$ cat src/rtl/sevenseg_pkg.sv
// Shared constants and types for the four-digit seven-segment scanner.
// Segment codes are active-low {dp,g,f,e,d,c,b,a} with dp held off.
package sevenseg_pkg;

    localparam int NDIG = 4;

    localparam logic [7:0] SEG_OFF   = 8'hFF;
    localparam logic [3:0] ANODE_OFF = 4'hF;

    // Hex glyphs, indexed by digit value (entry 0 is the rightmost in this literal)
    localparam logic [15:0][7:0] SEG_CODE = {
        8'h8E, 8'h86, 8'hA1, 8'hC6,   // F E d C
        8'h83, 8'h88, 8'h90, 8'h80,   // b A 9 8
        8'hF8, 8'h82, 8'h92, 8'h99,   // 7 6 5 4
        8'hB0, 8'hA4, 8'hF9, 8'hC0    // 3 2 1 0
    };

    typedef enum logic [1:0] {
        SCAN0 = 2'd0,
        SCAN1 = 2'd1,
        SCAN2 = 2'd2,
        SCAN3 = 2'd3
    } scan_t;

endpackage

$ cat src/rtl/sevenseg_scan4_if.sv
// Update handshake between the counter stages and the display driver.
interface sevenseg_scan4_if;

    logic [15:0] upd_data;
    logic [3:0]  upd_dp;
    logic        upd_valid;
    logic        upd_ready;

    modport master (
        output upd_data,
        output upd_dp,
        output upd_valid,
        input  upd_ready
    );

    modport slave (
        input  upd_data,
        input  upd_dp,
        input  upd_valid,
        output upd_ready
    );

endinterface

$ cat src/rtl/sevenseg_scan4_seg_decode.sv
// Hex digit to active-low seven-segment pattern, dp enable folded into bit 7.
module seg_decode
    import sevenseg_pkg::*;
(
    input  logic [3:0] hex,
    input  logic       dp,
    output logic [7:0] seg
);

    // Table lookup; dp enable is active-high, segment bus is active-low
    always_comb begin
        seg = {~dp, SEG_CODE[hex][6:0]};
    end

endmodule

$ cat src/rtl/sevenseg_scan4.sv
// Four-digit time-multiplexed seven-segment driver with a double-buffered
// update port. Optional leading-zero blanking: define SEVENSEG_LZB_EN.
module sevenseg_scan4
    import sevenseg_pkg::*;
#(
    parameter int REFRESH_DIV = 50000,
    parameter int BLANK_CYC   = 2
) (
    input  logic             inClk,
    input  logic             rst,
    sevenseg_scan4_if.slave  upd,
    output logic [3:0]       Anode,
    output logic [7:0]       Seven_Seg,
    output logic             frame_tick
);

    localparam int              CW        = (REFRESH_DIV > 1) ? $clog2(REFRESH_DIV) : 1;
    localparam logic [CW-1:0]   CNT_MAX   = CW'(REFRESH_DIV - 1);
    localparam logic [CW-1:0]   BLANK_END = CW'(BLANK_CYC);

    logic [CW-1:0]          cnt;
    scan_t                  state;
    scan_t                  state_nxt;
    logic [1:0]             idx;
    logic                   wrap;
    logic                   boundary;
    logic                   accept;

    logic [NDIG-1:0][3:0]   disp_data;
    logic [NDIG-1:0]        disp_dp;
    logic [NDIG-1:0][3:0]   pend_data;
    logic [NDIG-1:0]        pend_dp;
    logic                   pend_full;

    logic [3:0]             digit;
    logic                   digit_dp;
    logic                   lz_blank;
    logic [7:0]             seg_raw;
    logic [7:0]             seg_nxt;
    logic [3:0]             anode_nxt;

    assign upd.upd_ready = ~pend_full;

    // Slot/frame timing and handshake qualification
    always_comb begin
        idx      = state;
        wrap     = (cnt == CNT_MAX);
        boundary = wrap && (state == SCAN3);
        accept   = upd.upd_valid && ~pend_full;
    end

    // Refresh counter: one full count per digit slot
    always_ff @(posedge inClk or negedge rst) begin
        if (!rst)       cnt <= '0;
        else if (wrap)  cnt <= '0;
        else            cnt <= cnt + 1'b1;
    end

    // Scan state register
    always_ff @(posedge inClk or negedge rst) begin
        if (!rst) state <= SCAN0;
        else      state <= state_nxt;
    end

    // Scan next-state: advance one digit at each slot wrap
    always_comb begin
        state_nxt = state;
        if (wrap) begin
            unique case (state)
                SCAN0: state_nxt = SCAN1;
                SCAN1: state_nxt = SCAN2;
                SCAN2: state_nxt = SCAN3;
                SCAN3: state_nxt = SCAN0;
            endcase
        end
    end

    // Double buffer: accept into pending only when empty; promote on frame boundary.
    // accept and the boundary transfer are mutually exclusive on pend_full, so a
    // value captured in the boundary cycle waits for the next frame.
    always_ff @(posedge inClk or negedge rst) begin
        if (!rst) begin
            disp_data <= '0;
            disp_dp   <= '0;
            pend_data <= '0;
            pend_dp   <= '0;
            pend_full <= 1'b0;
        end else if (boundary && pend_full) begin
            disp_data <= pend_data;
            disp_dp   <= pend_dp;
            pend_full <= 1'b0;
        end else if (accept) begin
            pend_data <= upd.upd_data;
            pend_dp   <= upd.upd_dp;
            pend_full <= 1'b1;
        end
    end

    // Select the digit being scanned and decide leading-zero blanking
    always_comb begin
        digit    = disp_data[idx];
        digit_dp = disp_dp[idx];
`ifdef SEVENSEG_LZB_EN
        unique case (state)
            SCAN3:   lz_blank = (disp_data[3] == 4'h0);
            SCAN2:   lz_blank = (disp_data[3] == 4'h0) && (disp_data[2] == 4'h0);
            SCAN1:   lz_blank = (disp_data[3] == 4'h0) && (disp_data[2] == 4'h0)
                             && (disp_data[1] == 4'h0);
            default: lz_blank = 1'b0;
        endcase
`else
        lz_blank = 1'b0;
`endif
    end

    seg_decode u_seg_decode (
        .hex (digit),
        .dp  (digit_dp),
        .seg (seg_raw)
    );

    // Next output drive: dark during the anti-ghost window, else one digit lit
    always_comb begin
        anode_nxt = ANODE_OFF;
        seg_nxt   = SEG_OFF;
        if (cnt >= BLANK_END) begin
            anode_nxt = ~(4'b0001 << idx);
            seg_nxt   = lz_blank ? (seg_raw | 8'h7F) : seg_raw;
        end
    end

    // Registered outputs, one cycle behind the scan position
    always_ff @(posedge inClk or negedge rst) begin
        if (!rst) begin
            Anode      <= ANODE_OFF;
            Seven_Seg  <= SEG_OFF;
            frame_tick <= 1'b0;
        end else begin
            Anode      <= anode_nxt;
            Seven_Seg  <= seg_nxt;
            frame_tick <= boundary;
        end
    end

endmodule
$ cat src/flat_wrapper.sv
// flat-port wrapper written by rule: the top's interface ports become plain ports
module sevenseg_scan4_flat import sevenseg_pkg::*;
#(
    parameter int REFRESH_DIV = 50000,
    parameter int BLANK_CYC   = 2
)
  (inClk, rst, Anode, Seven_Seg, frame_tick, upd_upd_data, upd_upd_dp, upd_upd_valid, upd_upd_ready);
  sevenseg_scan4_if upd_i ();
  input  logic inClk;
  input  logic rst;
  output logic [3:0] Anode;
  output logic [7:0] Seven_Seg;
  output logic frame_tick;
  input wire logic [$bits(upd_i.upd_data)-1:0] upd_upd_data;
  input wire logic [$bits(upd_i.upd_dp)-1:0] upd_upd_dp;
  input wire logic [$bits(upd_i.upd_valid)-1:0] upd_upd_valid;
  output wire logic [$bits(upd_i.upd_ready)-1:0] upd_upd_ready;
  assign upd_i.upd_data = upd_upd_data;
  assign upd_i.upd_dp = upd_upd_dp;
  assign upd_i.upd_valid = upd_upd_valid;
  assign upd_upd_ready = upd_i.upd_ready;
  sevenseg_scan4 #(.REFRESH_DIV(REFRESH_DIV), .BLANK_CYC(BLANK_CYC)) u_core (.inClk(inClk), .rst(rst), .upd(upd_i), .Anode(Anode), .Seven_Seg(Seven_Seg), .frame_tick(frame_tick));
endmodule
$ cat config.mk
export PLATFORM = sky130hd
export DESIGN_NAME = sevenseg_scan4_flat
export DESIGN_NICKNAME = d
export VERILOG_FILES = /design/src/rtl/sevenseg_pkg.sv /design/src/rtl/sevenseg_scan4_if.sv /design/src/rtl/sevenseg_scan4_seg_decode.sv /design/src/rtl/sevenseg_scan4.sv /design/src/flat_wrapper.sv
export SDC_FILE = /design/constraint.sdc
export NUM_CORES = 1
export LEC_CHECK = 0
export CORE_MARGIN = 2
export CORE_UTILIZATION = 46
export CTS_BUF_LIST = sky130_fd_sc_hd__clkbuf_16
export CTS_CLUSTER_SIZE = 25
export DETAILED_ROUTE_END_ITERATION = 6
export PLACE_DENSITY = 0.72
export SETUP_SLACK_MARGIN = 0.5
export SLEW_MARGIN = 5
export SYNTH_ARGS = -nofsm -noshare
export SYNTH_HDL_FRONTEND = slang
export SYNTH_SLANG_ARGS = --single-unit
$ cat constraint.sdc
create_clock -name inClk -period 6.2 [get_ports inClk]
set_clock_uncertainty 0.05 [all_clocks]
set_input_delay 0.62 -clock inClk [delete_from_list [all_inputs] [get_ports inClk]]
set_output_delay 0.62 -clock inClk [all_outputs]
set_load 0.005 [all_outputs]
# Yosys cells after proc, flatten, opt, wreduce, memory -nomap -nowiden
# Memories as Yosys holds them, arrays and structs flattened.
# Cells that the tools add are included.
# Widths: inputs -> output; s select.
# classes
add_sub_neg	1
magnitude_cmp	3
n_eq_ne	4
n_shift	1
n_mux	11
bitwise	4
n_reduce_logical	6
# op_table
op	count
$add 16x1->16 const B	1
$eq 16x16->1 const B	1
$ge 16x2->1 const B	1
$mux 16	1
$bmux 4 s2	1
$mux 4	2
$mux 8	1
$pmux 2 s4	1
$mux 7	1
$lt 4x5->1 const B	1
$eq 2x2->1 const B	2
$not 4->4	1
$shl 1x2->4 const A	1
$logic_and 1x1->1	3
$lt 2x3->1 const B	1
$mux 1	3
$not 1->1	3
$bmux 1 s2	1
$eq 2x1->1 const B	1
$logic_not 2->1	1
$reduce_and 2->1	1
$reduce_bool 2->1	1
# totals
register_bits	72
rom_bits	128
wordCells	47
memories	1
# memory_table
name	words	width	read_ports	rd_ports_with_merged_regs	wr	line_no	text
(no name shown)	16	8	1	0	0	sevenseg_scan4_seg_decode.sv:12	seg = {~dp, SEG_CODE[hex][6:0]};

# Longest topological paths before layout
# logic_depth
ltp_word	5
ltp_mapped	8

# By module
# Synthesis repeated with hierarchy kept, for this count alone.
# unflattened
cells_unflattened	249
area_unflattened_um2	3278.1
# by_module_without_submodules
mod	n_inst	cells_per_inst	area_each_um2	seq_area_each_um2
sevenseg_scan4	1	217	3021.6	1816.7
seg_decode	1	32	256.5	0.0

# Worst setup path after synthesis
# No wires, ideal clock.
# synth_timing
kind	register to register
startpoint	register u_core.state[0] (netlist: u_core.idx[0])
endpoint	register u_core.Seven_Seg[0]
setup_ns	0.090
arrival_time_ns	1.860
t_required_ns	6.060
setup_slack_ns	4.200
stages_incl_launch_ff	8
period_less_slack_ns	2.000
path_cell_list	dfrtp_1 -> buf_2 -> mux4_2 -> ha_1 -> o31ai_1 -> a21oi_1 -> o22ai_1 -> nand2_1
# synth_via
elab_chain_cells	5
# synth_lines
item	line_no	text
start: declaration	sevenseg_scan4.sv:22	scan_t state;
start signal: assignment	sevenseg_scan4.sv:62	else state <= state_nxt;
$bmux 4 s2	sevenseg_scan4.sv:101	digit = disp_data[idx];
$mux 4 (not written as such)	sevenseg_scan4.sv:101	
$mem_v2 16x8	n/a	
$mux 7 (not written as such)	sevenseg_scan4_seg_decode.sv:12	
$mux 8	sevenseg_scan4.sv:126	if (cnt >= BLANK_END) begin
via u_core.seg_nxt[0]	sevenseg_scan4.sv:39	logic [7:0] seg_nxt;
end signal: assignment	sevenseg_scan4.sv:140	Seven_Seg <= seg_nxt;
end: declaration	sevenseg_scan4.sv:13	output logic [7:0] Seven_Seg,
# The timed path passes the listed nets, and every way through them passes these cells. The select of a mux whose other input is x is not followed.
# A chain may end at the register's enable or synchronous reset.

# Worst setup path after layout
# layout_timing
startpoint	register u_core.cnt[10]
endpoint	register u_core.disp_data[7] in the netlist's numbering
# layout_via
elab_chain_cells	3
# layout_lines
item	line_no	text
start: declaration	sevenseg_scan4.sv:21	logic [CW-1:0] cnt;
start signal: assignment	sevenseg_scan4.sv:56	else cnt <= cnt + 1'b1;
$eq 16x16->1	sevenseg_scan4.sv:47	wrap = (cnt == CNT_MAX);
$logic_and 1x1->1	sevenseg_scan4.sv:48	boundary = wrap && (state == SCAN3);
$logic_and 1x1->1	sevenseg_scan4.sv:88	end else if (boundary && pend_full) begin
end signal: assignment	sevenseg_scan4.sv:89	disp_data <= pend_data;
end: declaration	sevenseg_scan4.sv:29	logic [NDIG-1:0][3:0] disp_data;
# No other way between the ends.

==> impl_metrics.toml <==
[setup_path]
reg2reg_slack_ns = 3.24
critical_path_class = "reg -> reg"
start_kind = "flop"
worst_ep_arrival_time_ns = 3.11
r2r_cells = 5
crit_required_ns = 6.35
rr_startpoint = "u_core.cnt[10]"
setup.worst_path.end_class = "flop"
r2r-end = "u_core.disp_data[7]"
crit_fanout = 21

[sta]
holdWs_ns = 0.422
rsz0062_at_grt = "no"
worst_pin_slew_ns = 0.933
period_share_pct = 47.7
setup_tns_ns = 0
finalSetupViolCount = 0
fmax_mhz = 338
hold_viol = 0
slew_violations = 0
min_period_ns = 2.96
relSlewSlack_pct = 36.0

[synthesis]
synth-seq-cells = 72
netlist_instances = 248
syn_nets = 284
post_synth.cell_area_avg_um2 = 13.5
synth_edf_count = 0
yosys-top-cells-area = "dfrtp_1, dfstp_2, mux2_2, mux2_4, ha_1"
synth.largest_area_cell = "dfrtp_1"
synth_top_area_share_pct = 45.0
ys_seq_area_share_pct = 54.4
synthDistinctLibCells = 36
syn_area_um2 = 3340
ys_warn_count = 0
async_flop_share_pct = 100
yosys_most_used_dff = "dfrtp_1"

[detailed_routing]
drc = 0
drt_iter0_markers = 63
ant_nets = 0
vias = 2034
wire_per_inst_um = 15.0
dr.pass1.iters = 4
vias_per_cell = 5.20
routed_wl_um = 5860

[placed_design]
post-dp-hpwl_um = 4050
numPlacedInstances = 375
numPortBuffers = 36
place.gp.congestion = 0.840

[clocking]
clock-root-buffer = "clkbuf_16"
clock-sinks = 72
clock_latency_ns = 0.33
ctsLongestPathBuffers = 2
postCtsSetupBuffers = 0
clk_pin_slew_ns = 0.06
cts_tree = "yes"
hold_buffers = 0
cts_resized = 0
htreeDepth = 3
cts_made_buffers = 9

[global_route]
grt_pass1_wl_um = 9990
grt_pass1_vias = 1982
track_usage_pct = 16.9
grt_overflow = 0
antenna_found_initial = 0
grt_max_degree = 73

[pwr]
power.leakage_uw = 0.00190
ir_drop_mv = 0.140
powerDensity_nw_per_um2 = 256

[floorplanning]
dieWidth_um = 89.2
dieArea_um2 = 7960
die_h_um = 89.2
start_util_pct = 46.8
rows = 31
io_pins = 37
core_um2 = 7140

[flow_run]
drv_cap = 0

[layout]
utilization_pct = 57.1
drive_gt1_share_pct = 27.7
final_common_cell = "dfrtp_1"
areaGrowthSynthToFinish_pct = 22.0
insertedDiodeCount = 0
layout.cells.non_filler = 391
fin_nets = 323
layout_common_cells = "dfrtp_1, clkdlybuf4s50_1, mux2_2, mux2_4, nor2_1"

[hold_path]
min_path_type = "in -> async"

[run_status]
status = "complete, no violations"
[worst max-delay path: stages, from the launching register on]
cell	delay, ns
dfrtp_1	0.41
nor4_1	0.30
nand2_1	0.17
nor4_4	0.68
nand3_2	0.70
mux2_4	0.52
[worst max-delay path by stage]
stage | start | to | slack [ns] | depth (start not counted)
after floorplan | u_core.idx[0] | u_core.Seven_Seg[0] | 4.20 | 7
after global placement | u_core.cnt[10] | u_core.disp_data[3] | 3.33 | 5
after detailed placement | u_core.cnt[10] | u_core.disp_dp[0] | 3.25 | 5
after CTS | u_core.cnt[10] | u_core.disp_data[7] | 3.22 | 5
after global routing | u_core.cnt[5] | u_core.disp_data[7] | 2.94 | 5
final | u_core.cnt[10] | u_core.disp_data[7] | 3.24 | 5
[report_power, final]
| group | switching, µW | internal (µW) | total, µW |
|---|---|---|---|
| registers | 9.64 | 488 | 497 |
| logic | 14.0 | 24.7 | 38.7 |
| clock network | 194 | 311 | 505 |
[flip-flops by register name, summed over array words and instances (netlist names)]
register and cells:
u_core.frame_tick 1, u_core.pend_data 16, u_core.idx 2, u_core.cnt 16, u_core.disp_data 16, u_core.Seven_Seg 8, u_core.Anode 4, u_core.disp_dp 4
u_core.pend_dp 4, u_core.pend_full 1
[kinds of logic (layout without fill, tap and decap cells)]
logic type               after synthesis  after routing  share of synthesized area (%)
XOR/XNOR                              14             14                           3.67
adder cells (fa/ha/maj)               13             13                           4.87
AO/OA/AOI/OAI                         16             16                           3.33
multiplexers                          55             55                           21.8
AND/OR/NAND/NOR                       62             62                           9.52
buffers and inverters                 16             60                           2.36
flip-flops                            72             72                           54.4
[synthesized netlist by cell type, types with 2 or more instances]
cell type	count
nor2_1	17
o311ai_0	3
nor2b_1	2
buf_6	2
mux2_2	27
nand3_1	10
dfrtp_1	60
xor2_1	8
buf_2	3
dfstp_2	12
nor4_1	3
clkbuf_1	4
nor3_1	2
mux2_4	19
o21ai_0	2
and4_1	3
and3_1	5
a21oi_1	3
xnor2_1	6
o31ai_1	2
ha_1	13
inv_1	6
nand2_1	16
mux4_2	4
mux2i_1	5
[per-layer routing]
layer  up-vias  global-route usage, %  wire (µm)
li1        958                      -          -
met1      1004                   23.6       2750
met2        61                   24.6       2740
met3        11                   4.62        265
met4         0                   7.87        106
met5         -                      0          0
[through the flow]
stage	setup slack [ns]	instance area (µm²)	power, µW
CTS	3.22	4070	1050
global placement	3.33	3780	543
finish	3.24	4070	1040
detailed placement	3.25	3780	546
floorplan	4.20	3340	517
global route	2.94	4070	1080
[final cells by class]
class / count / area [µm²]
fillers: 602 / 3060
flip-flops and latches: 72 / 1820
multi-input cells: 160 / 1440
repair buffers: 38 / 370
clock buffers: 9 / 225
well taps: 99 / 124
clock inverters: 7 / 71.3
inverters: 6 / 22.5
No activity file was read; power rests on OpenSTA's default activity.
